<file path="src/rtl/uart_pkg.sv">
// Shared UART definitions: frame constants, line levels and the transmitter state type.
// The PARITY state only exists when UART_TX_PARITY_EN is defined.
package uart_pkg;

    localparam int UART_DATA_BITS            = 8;
    localparam int UART_DEFAULT_CLKS_PER_BIT = 16;

    localparam logic LINE_IDLE  = 1'b1;
    localparam logic LINE_START = 1'b0;
    localparam logic LINE_STOP  = 1'b1;

`ifdef UART_TX_PARITY_EN
    typedef enum logic [2:0] {
        ST_IDLE,
        ST_START,
        ST_DATA,
        ST_PARITY,
        ST_STOP
    } tx_state_t;
`else
    typedef enum logic [2:0] {
        ST_IDLE,
        ST_START,
        ST_DATA,
        ST_STOP
    } tx_state_t;
`endif

endpackage

</file>
<file path="src/rtl/uart_transmitter_baud_tick_gen.sv">
// Bit-period timer: down-counter reloaded on restart or terminal count,
// tick is high for the single cycle at each bit boundary.
module baud_tick_gen #(
    parameter int CLKS_PER_BIT = 16
) (
    input  logic clk,
    input  logic reset,
    input  logic restart,
    output logic tick
);

    localparam int CW = (CLKS_PER_BIT > 1) ? $clog2(CLKS_PER_BIT) : 1;
    localparam logic [CW-1:0] RELOAD = CW'(CLKS_PER_BIT - 1);

    logic [CW-1:0] count;

    always_ff @(posedge clk) begin
        if (reset) begin
            count <= '0;
        end else if (restart || count == '0) begin
            count <= RELOAD;
        end else begin
            count <= count - 1'b1;
        end
    end

    assign tick = !restart && (count == '0);

endmodule

</file>
<file path="src/rtl/uart_transmitter.sv">
// UART transmitter: one-entry holding register feeding an 8N1 frame shifter
// (8E1 when UART_TX_PARITY_EN is defined).
//
//   state     | meaning
//   ST_IDLE   | line high; loads the frame from the holding register when full
//   ST_START  | start bit on the line
//   ST_DATA   | data bits, LSB first, indexed by bit_idx
//   ST_PARITY | even parity of the frame byte (parity builds only)
//   ST_STOP   | stop bit; chains straight into ST_START if a byte is pending
module uart_transmitter
    import uart_pkg::*;
#(
    parameter int CLKS_PER_BIT = UART_DEFAULT_CLKS_PER_BIT
) (
    input  logic                      clk,
    input  logic                      reset,
    input  logic [UART_DATA_BITS-1:0] din,
    input  logic                      din_valid,
    output logic                      din_ready,
    output logic                      tx,
    output logic                      busy
);

    tx_state_t                 state;
    logic [UART_DATA_BITS-1:0] hold_data;
    logic                      hold_full;
    logic [UART_DATA_BITS-1:0] frame_data;
    logic [2:0]                bit_idx;
    logic                      tick;
    logic                      restart;
    logic                      accept;

    assign accept  = din_valid && !hold_full;
    assign restart = (state == ST_IDLE);

    baud_tick_gen #(
        .CLKS_PER_BIT(CLKS_PER_BIT)
    ) u_baud (
        .clk    (clk),
        .reset  (reset),
        .restart(restart),
        .tick   (tick)
    );

    // tx is registered from the current state, so the line trails the state by one cycle.
    always_ff @(posedge clk) begin
        if (reset) begin
            state      <= ST_IDLE;
            hold_data  <= '0;
            hold_full  <= 1'b0;
            frame_data <= '0;
            bit_idx    <= '0;
            tx         <= LINE_IDLE;
        end else begin
            if (accept) begin
                hold_data <= din;
                hold_full <= 1'b1;
            end
            case (state)
                ST_IDLE: begin
                    tx <= LINE_IDLE;
                    if (hold_full) begin
                        frame_data <= hold_data;
                        hold_full  <= 1'b0;
                        state      <= ST_START;
                    end
                end
                ST_START: begin
                    tx <= LINE_START;
                    if (tick) begin
                        bit_idx <= '0;
                        state   <= ST_DATA;
                    end
                end
                ST_DATA: begin
                    tx <= frame_data[bit_idx];
                    if (tick) begin
                        bit_idx <= bit_idx + 3'd1;
                        if (bit_idx == 3'(UART_DATA_BITS - 1)) begin
`ifdef UART_TX_PARITY_EN
                            state <= ST_PARITY;
`else
                            state <= ST_STOP;
`endif
                        end
                    end
                end
`ifdef UART_TX_PARITY_EN
                ST_PARITY: begin
                    tx <= ^frame_data;
                    if (tick) begin
                        state <= ST_STOP;
                    end
                end
`endif
                ST_STOP: begin
                    tx <= LINE_STOP;
                    if (tick) begin
                        if (hold_full) begin
                            frame_data <= hold_data;
                            hold_full  <= 1'b0;
                            state      <= ST_START;
                        end else begin
                            state <= ST_IDLE;
                        end
                    end
                end
                default: begin
                    tx    <= LINE_IDLE;
                    state <= ST_IDLE;
                end
            endcase
        end
    end

    assign din_ready = !hold_full;
    assign busy      = (state != ST_IDLE) || hold_full;

endmodule

</file>
<file path="config.mk">
export PLATFORM = sky130hd
export DESIGN_NAME = uart_transmitter
export DESIGN_NICKNAME = d
export VERILOG_FILES = /design/src/rtl/uart_pkg.sv /design/src/rtl/uart_transmitter_baud_tick_gen.sv /design/src/rtl/uart_transmitter.sv
export SDC_FILE = /design/constraint.sdc
export NUM_CORES = 1
export LEC_CHECK = 0
export CAP_MARGIN = 20
export CORE_AREA = 4 4 57 59
export CTS_CLUSTER_SIZE = 24
export DETAILED_ROUTE_END_ITERATION = 8
export DIE_AREA = 0 0 61 63
export PLACE_DENSITY_LB_ADDON = 0.1
export SLEW_MARGIN = 20
export SYNTH_ARGS = -nofsm -noshare
export SYNTH_HDL_FRONTEND = slang
export SYNTH_SLANG_ARGS = --single-unit
</file>
<file path="constraint.sdc">
create_clock -name clk -period 2 [get_ports clk]
set_clock_uncertainty 0.1 [all_clocks]
set_input_delay 0.4 -clock clk [delete_from_list [all_inputs] [get_ports clk]]
set_output_delay 0.4 -clock clk [all_outputs]
set_load 0.02 [all_outputs]
</file>
After elaboration in Yosys (flattened, before gate mapping) --
Cells that the tools add are included.
Word-level totals: bits in registers 28, word-level logic and storage cells 54, bits of input ports 11
Operators by class: muxes and demuxes 21, $lt $le $gt $ge 1, add/subtract/negate cells 2, equality and inequality tests 9, reduce and logical (&&, ||, !) cells 14
Operators with widths (count):
- $mux 3 | 7
- $mux 8 | 2
- $pmux 8 s2 | 1
- $pmux 3 s4 | 1
- $ne 2x2->1 const B | 5
- $eq 3x2->1 const B | 2
- $pmux 3 s2 | 1
- $mux 1 | 5
- $reduce_and 5->1 | 1
- $logic_not 4->1 | 1
- $lt 3x4->1 const B | 1
- $mux 4 | 1
- $pmux 1 s2 | 2
- $reduce_bool 2->1 | 2
- $sub 4x1->4 const B | 1
- $add 3x1->3 const B | 1
- $bmux 1 s3 | 1
- $eq 3x1->1 const B | 1
- $eq 3x3->1 const B | 1
- $logic_not 3->1 | 1
- $reduce_and 3->1 | 1
- $reduce_bool 3->1 | 1
- $logic_and 1x1->1 | 2
- $logic_not 1->1 | 2
- other kinds (2) | 3

Logic depth before layout (Yosys ltp) --
depth after elaboration 6, gate-level depth with buffers 7, gate-level depth less buffers 6

By module --
Synthesis repeated with hierarchy kept, for this count alone.
Unflattened totals: cells, all modules 123, area, all modules 1198.6 um^2
By module, submodules not included:
- uart_transmitter | times used 1, area each 1018.5 um^2, cells each 103
- baud_tick_gen | times used 1, area each 180.2 um^2, cells each 20

Worst setup path before layout --
Ideal clock, no wire load.
path kind flip-flop to flip-flop, start point register u_baud.count[0], end point register frame_data[0], stages on the path, launching flop included 7, data required time 1.786 ns, setup slack 0.122 ns, arrival time 1.664 ns, library setup time 0.114 ns, path through dfxtp_1 -> inv_1 -> ha_1 -> or3b_4 -> o31ai_4 -> mux2i_1 -> nor2_1
On the way: cells in the longest elaborated chain, start to end 4
RTL lines:
- from (decl) | RTL line uart_transmitter_baud_tick_gen.sv:15 | logic [CW-1:0] count;
- from (signal assigned) | RTL line uart_transmitter_baud_tick_gen.sv:23 | count <= count - 1'b1;
- $logic_not 4->1 | RTL line uart_transmitter_baud_tick_gen.sv:27 | assign tick = !restart && (count == '0);
- $logic_and 1x1->1 | RTL line uart_transmitter_baud_tick_gen.sv:27
- $ne 2x2->1 (no line)
- $reduce_and 2->1 (no line)
- to (signal assigned) | RTL line uart_transmitter.sv:63 | frame_data <= hold_data;
- to (signal assigned) | RTL line uart_transmitter.sv:100 | frame_data <= hold_data;
- to (decl) | RTL line uart_transmitter.sv:27 | logic [UART_DATA_BITS-1:0] frame_data;
Every way passes these cells. A chain may end at the register's enable or synchronous reset.

Worst setup path after layout --
start point register state[0], end point output busy
On the way: cells in the longest elaborated chain, start to end 2
RTL lines:
- from (decl) | RTL line uart_transmitter.sv:24 | tx_state_t state;
- from (signal assigned) | RTL line uart_transmitter.sv:48 | state <= ST_IDLE;
- from (signal assigned) | RTL line uart_transmitter.sv:65 | state <= ST_START;
- from (signal assigned) | RTL line uart_transmitter.sv:72 | state <= ST_DATA;
- $reduce_bool 3->1 | RTL line uart_transmitter.sv:117 | assign busy = (state != ST_IDLE) || hold_full;
- $logic_or 1x1->1 | RTL line uart_transmitter.sv:117
- to (decl) | RTL line uart_transmitter.sv:21 | output logic busy
Every way passes these cells.

==> impl_metrics.yaml <==
status:
  status: "finished, final reports clean"
die:
  die-area_um2: 3840
  fp-row-count: 19
  io_pins: 14
  die_x_um: 61
  die_y_um: 63
  coreArea_um2: 2710
  initial_core_util: 0.475
grt:
  use_met3: 0.0310
  grt_use_met1: 0.165
  grt_pass1_wl_um: 3850
  first_global_vias: 882
  grt_use_total: 0.133
  grt_overflow: 0
  use_met2: 0.214
  grt_max_degree: 26
  top_usage_layer: "met2"
  antenna_found_initial: 0
route:
  wl_um: 2260
  routedWlPerCell_um: 13.0
  drcViolationCount: 0
  vias: 897
  avgViaCountPerCell: 5.16
  drtPass1Iterations: 4
  ant_nets: 0
  first_iter_violations: 35
finish:
  fillCellCount: 263
  layout-drive-gt1-share: 0.126
  final_cell_mix: "dfxtp_1 (26), nor2_1 (22), mux2i_1 (17)"
  mostFrequentLayoutCell: "dfxtp_1"
  diodes: 0
  area_growth_syn_to_layout_pct: 16.3
  final_nets: 164
  final_area_um2: 1500
setup_path:
  required_ns: 1.50
  cp-end-kind: "output pin"
  slowest_delay_ns: 0.39
  slowest_stage: "dfxtp_1"
  start_kind: "register"
  worstPathCellList: "inv_1 -> ha_1 -> nand2_1 -> clkdlybuf4s15_1"
  crit_fanout: 4
  r2r-end: "frame_data[0]"
  rrSetupSlack_ns: 0.13
  timing.rr.start: "u_baud.count[0]"
  path_class: "reg -> out"
  ff2ff_path_depth: 7
  cp.arrival_ns: 1.38
clock_network:
  cts_tree: "built"
  postCtsHoldBufs: 0
  clk_pin_slew_worst_paths_ns: 0.15
  htree_levels: 1
  root_buffer: "clkbuf_4"
  max-clock-path-buffers: 2
  insertion_delay_ns: 0.33
  cts_made_buffers: 3
  cts_setup_buffers: 0
  cts.sinks: 27
synth:
  synth_seq_cells: 27
  syn_inst: 126
  yosys_warnings: 0
  synth.cell_area_um2: 1290
  synth_area_per_cell_um2: 10.2
  synth_fp_nets: 146
  synth-seq-area-share: 0.420
  synth_top_area_frac: 0.420
  synth.distinct_cells: 30
  yosysTopAreaCell: "dfxtp_1"
  ys_top_cells_by_area: "dfxtp_1 (42%), mux2i_1 (13%), ha_1 (8.8%)"
sta:
  tightestPinTransition_ns: 0.471
  whs_ns: 0.365
  fmax_ghz: 0.531
  final.setup.tns_ns: 0
  relSlewSlack: 0.682
  hold_viol_final: 0
  fin_ws_ns: 0.115
  drv_slew: 0
  setup_viol: 0
  fin_crit_ns: 1.88
  period_share: 0.942
placement:
  place_area_um2: 1460
  place_ws_ns: 0.111
  port_buffers: 13
  gp_congestion: 0.737
  dpl.hpwl_um: 1660
pwr:
  power.density_nw_per_um2: 1060
  irDropWorstVdd_mv: 0.751
  leakagePower_nw: 0.611
worst_hold_path:
  hold_depth: 1
  hold_class: "reg -> reg"
  hp-start: "u_baud.count[0]"
  hold_end: "u_baud.count[0]"
flow_run:
  maxCapViolations: 0
## critical path, delay by kind of cell (launching register included)
family | cells | cell delay (ns)
buffers and inverters | 2 | 0.39
AND/OR/NAND/NOR | 1 | 0.06
adder cells (fa/ha/maj) | 1 | 0.22
flip-flops | 1 | 0.39
## sequential cells by signal, indices dropped and copies added (netlist names)
signal	cells
tx	1
bit_idx	3
hold_full	1
frame_data	8
u_baud.count	4
state	2
hold_data	8
## cell families (layout without fill, tap and decap cells)
kind of cell	after synthesis	count (layout)	synth area share
simple gates	39	39	0.143
flops	27	27	0.420
mux	21	21	0.185
compound gates	18	18	0.107
buf+inv	11	28	0.0506
fa+ha+maj	9	9	0.0876
xor+xnor	1	1	0.00681
## power by group
group	switching, W	internal, W
Sequential	0.0000614	0.000616
Clock	0.000164	0.0000751
Combinational	0.000341	0.000330
Total	0.000567	0.00102
## cell type report
class,instances,area [um^2],area share
well taps,31,38.8,0.0259
flip-flops and latches,27,542,0.362
inverters,6,22.5,0.0151
clock inverters,1,5.00,0.00334
clock buffers,3,22.5,0.0151
multi-input cells,88,683,0.457
repair buffers,18,183,0.122
## what timing repair did
action / CTS / global route
resized for setup: 1 / 4
pin swaps: 0 / 1
setup endpoints to repair: 1 / 10
## synthesized netlist by cell type
library cell  count
ha_1              9
and4b_1           1
mux2_2            2
clkbuf_1          2
nand3b_1          1
buf_4             1
nor3b_1           1
a21o_1            1
xnor2_1           1
a21oi_1           7
inv_1             6
mux4_2            2
mux2i_1          17
a22o_1            2
a2111oi_0         1
nor4b_1           1
a211o_1           1
nor3_1            3
o21ba_2           1
nand2_1           6
dfxtp_1          27
nor2b_1           1
o31ai_4           1
a31oi_1           1
o21bai_1          1
clkbuf_8          2
nand2b_1          2
a211oi_1          2
or3b_4            1
nor2_1           22
## how the worst max path moves through the flow
stage	from	end	slack, ns	cells after the start
floorplan	u_baud.count[0]	frame_data[0]	0.12	6
global placement	u_baud.count[0]	frame_data[1]	0.15	7
detailed placement	u_baud.count[0]	frame_data[7]	0.11	7
CTS	hold_full	din_ready	0.03	2
global route	u_baud.count[1]	frame_data[7]	-0.008	7
finish	state[0]	busy	0.12	4
## per-stage QoR
stage,util,power [W],instances
2_1_floorplan,-,0.00116,126
5_1_grt,0.552,0.00171,174
4_1_cts,0.549,0.00160,174
3_5_place_dp,0.540,0.00137,170
3_3_place_gp,0.540,0.00136,170
6_report,0.552,0.00159,174
## metal layers
| metal | vias to the layer above | wire length (um) |
|---|---|---|
| met5 | - | 0 |
| met4 | 0 | 40 |
| met3 | 5 | 66 |
| met2 | 11 | 1130 |
| met1 | 413 | 1020 |
| li1 | 468 | - |
Power figures use the tool's default switching activity.
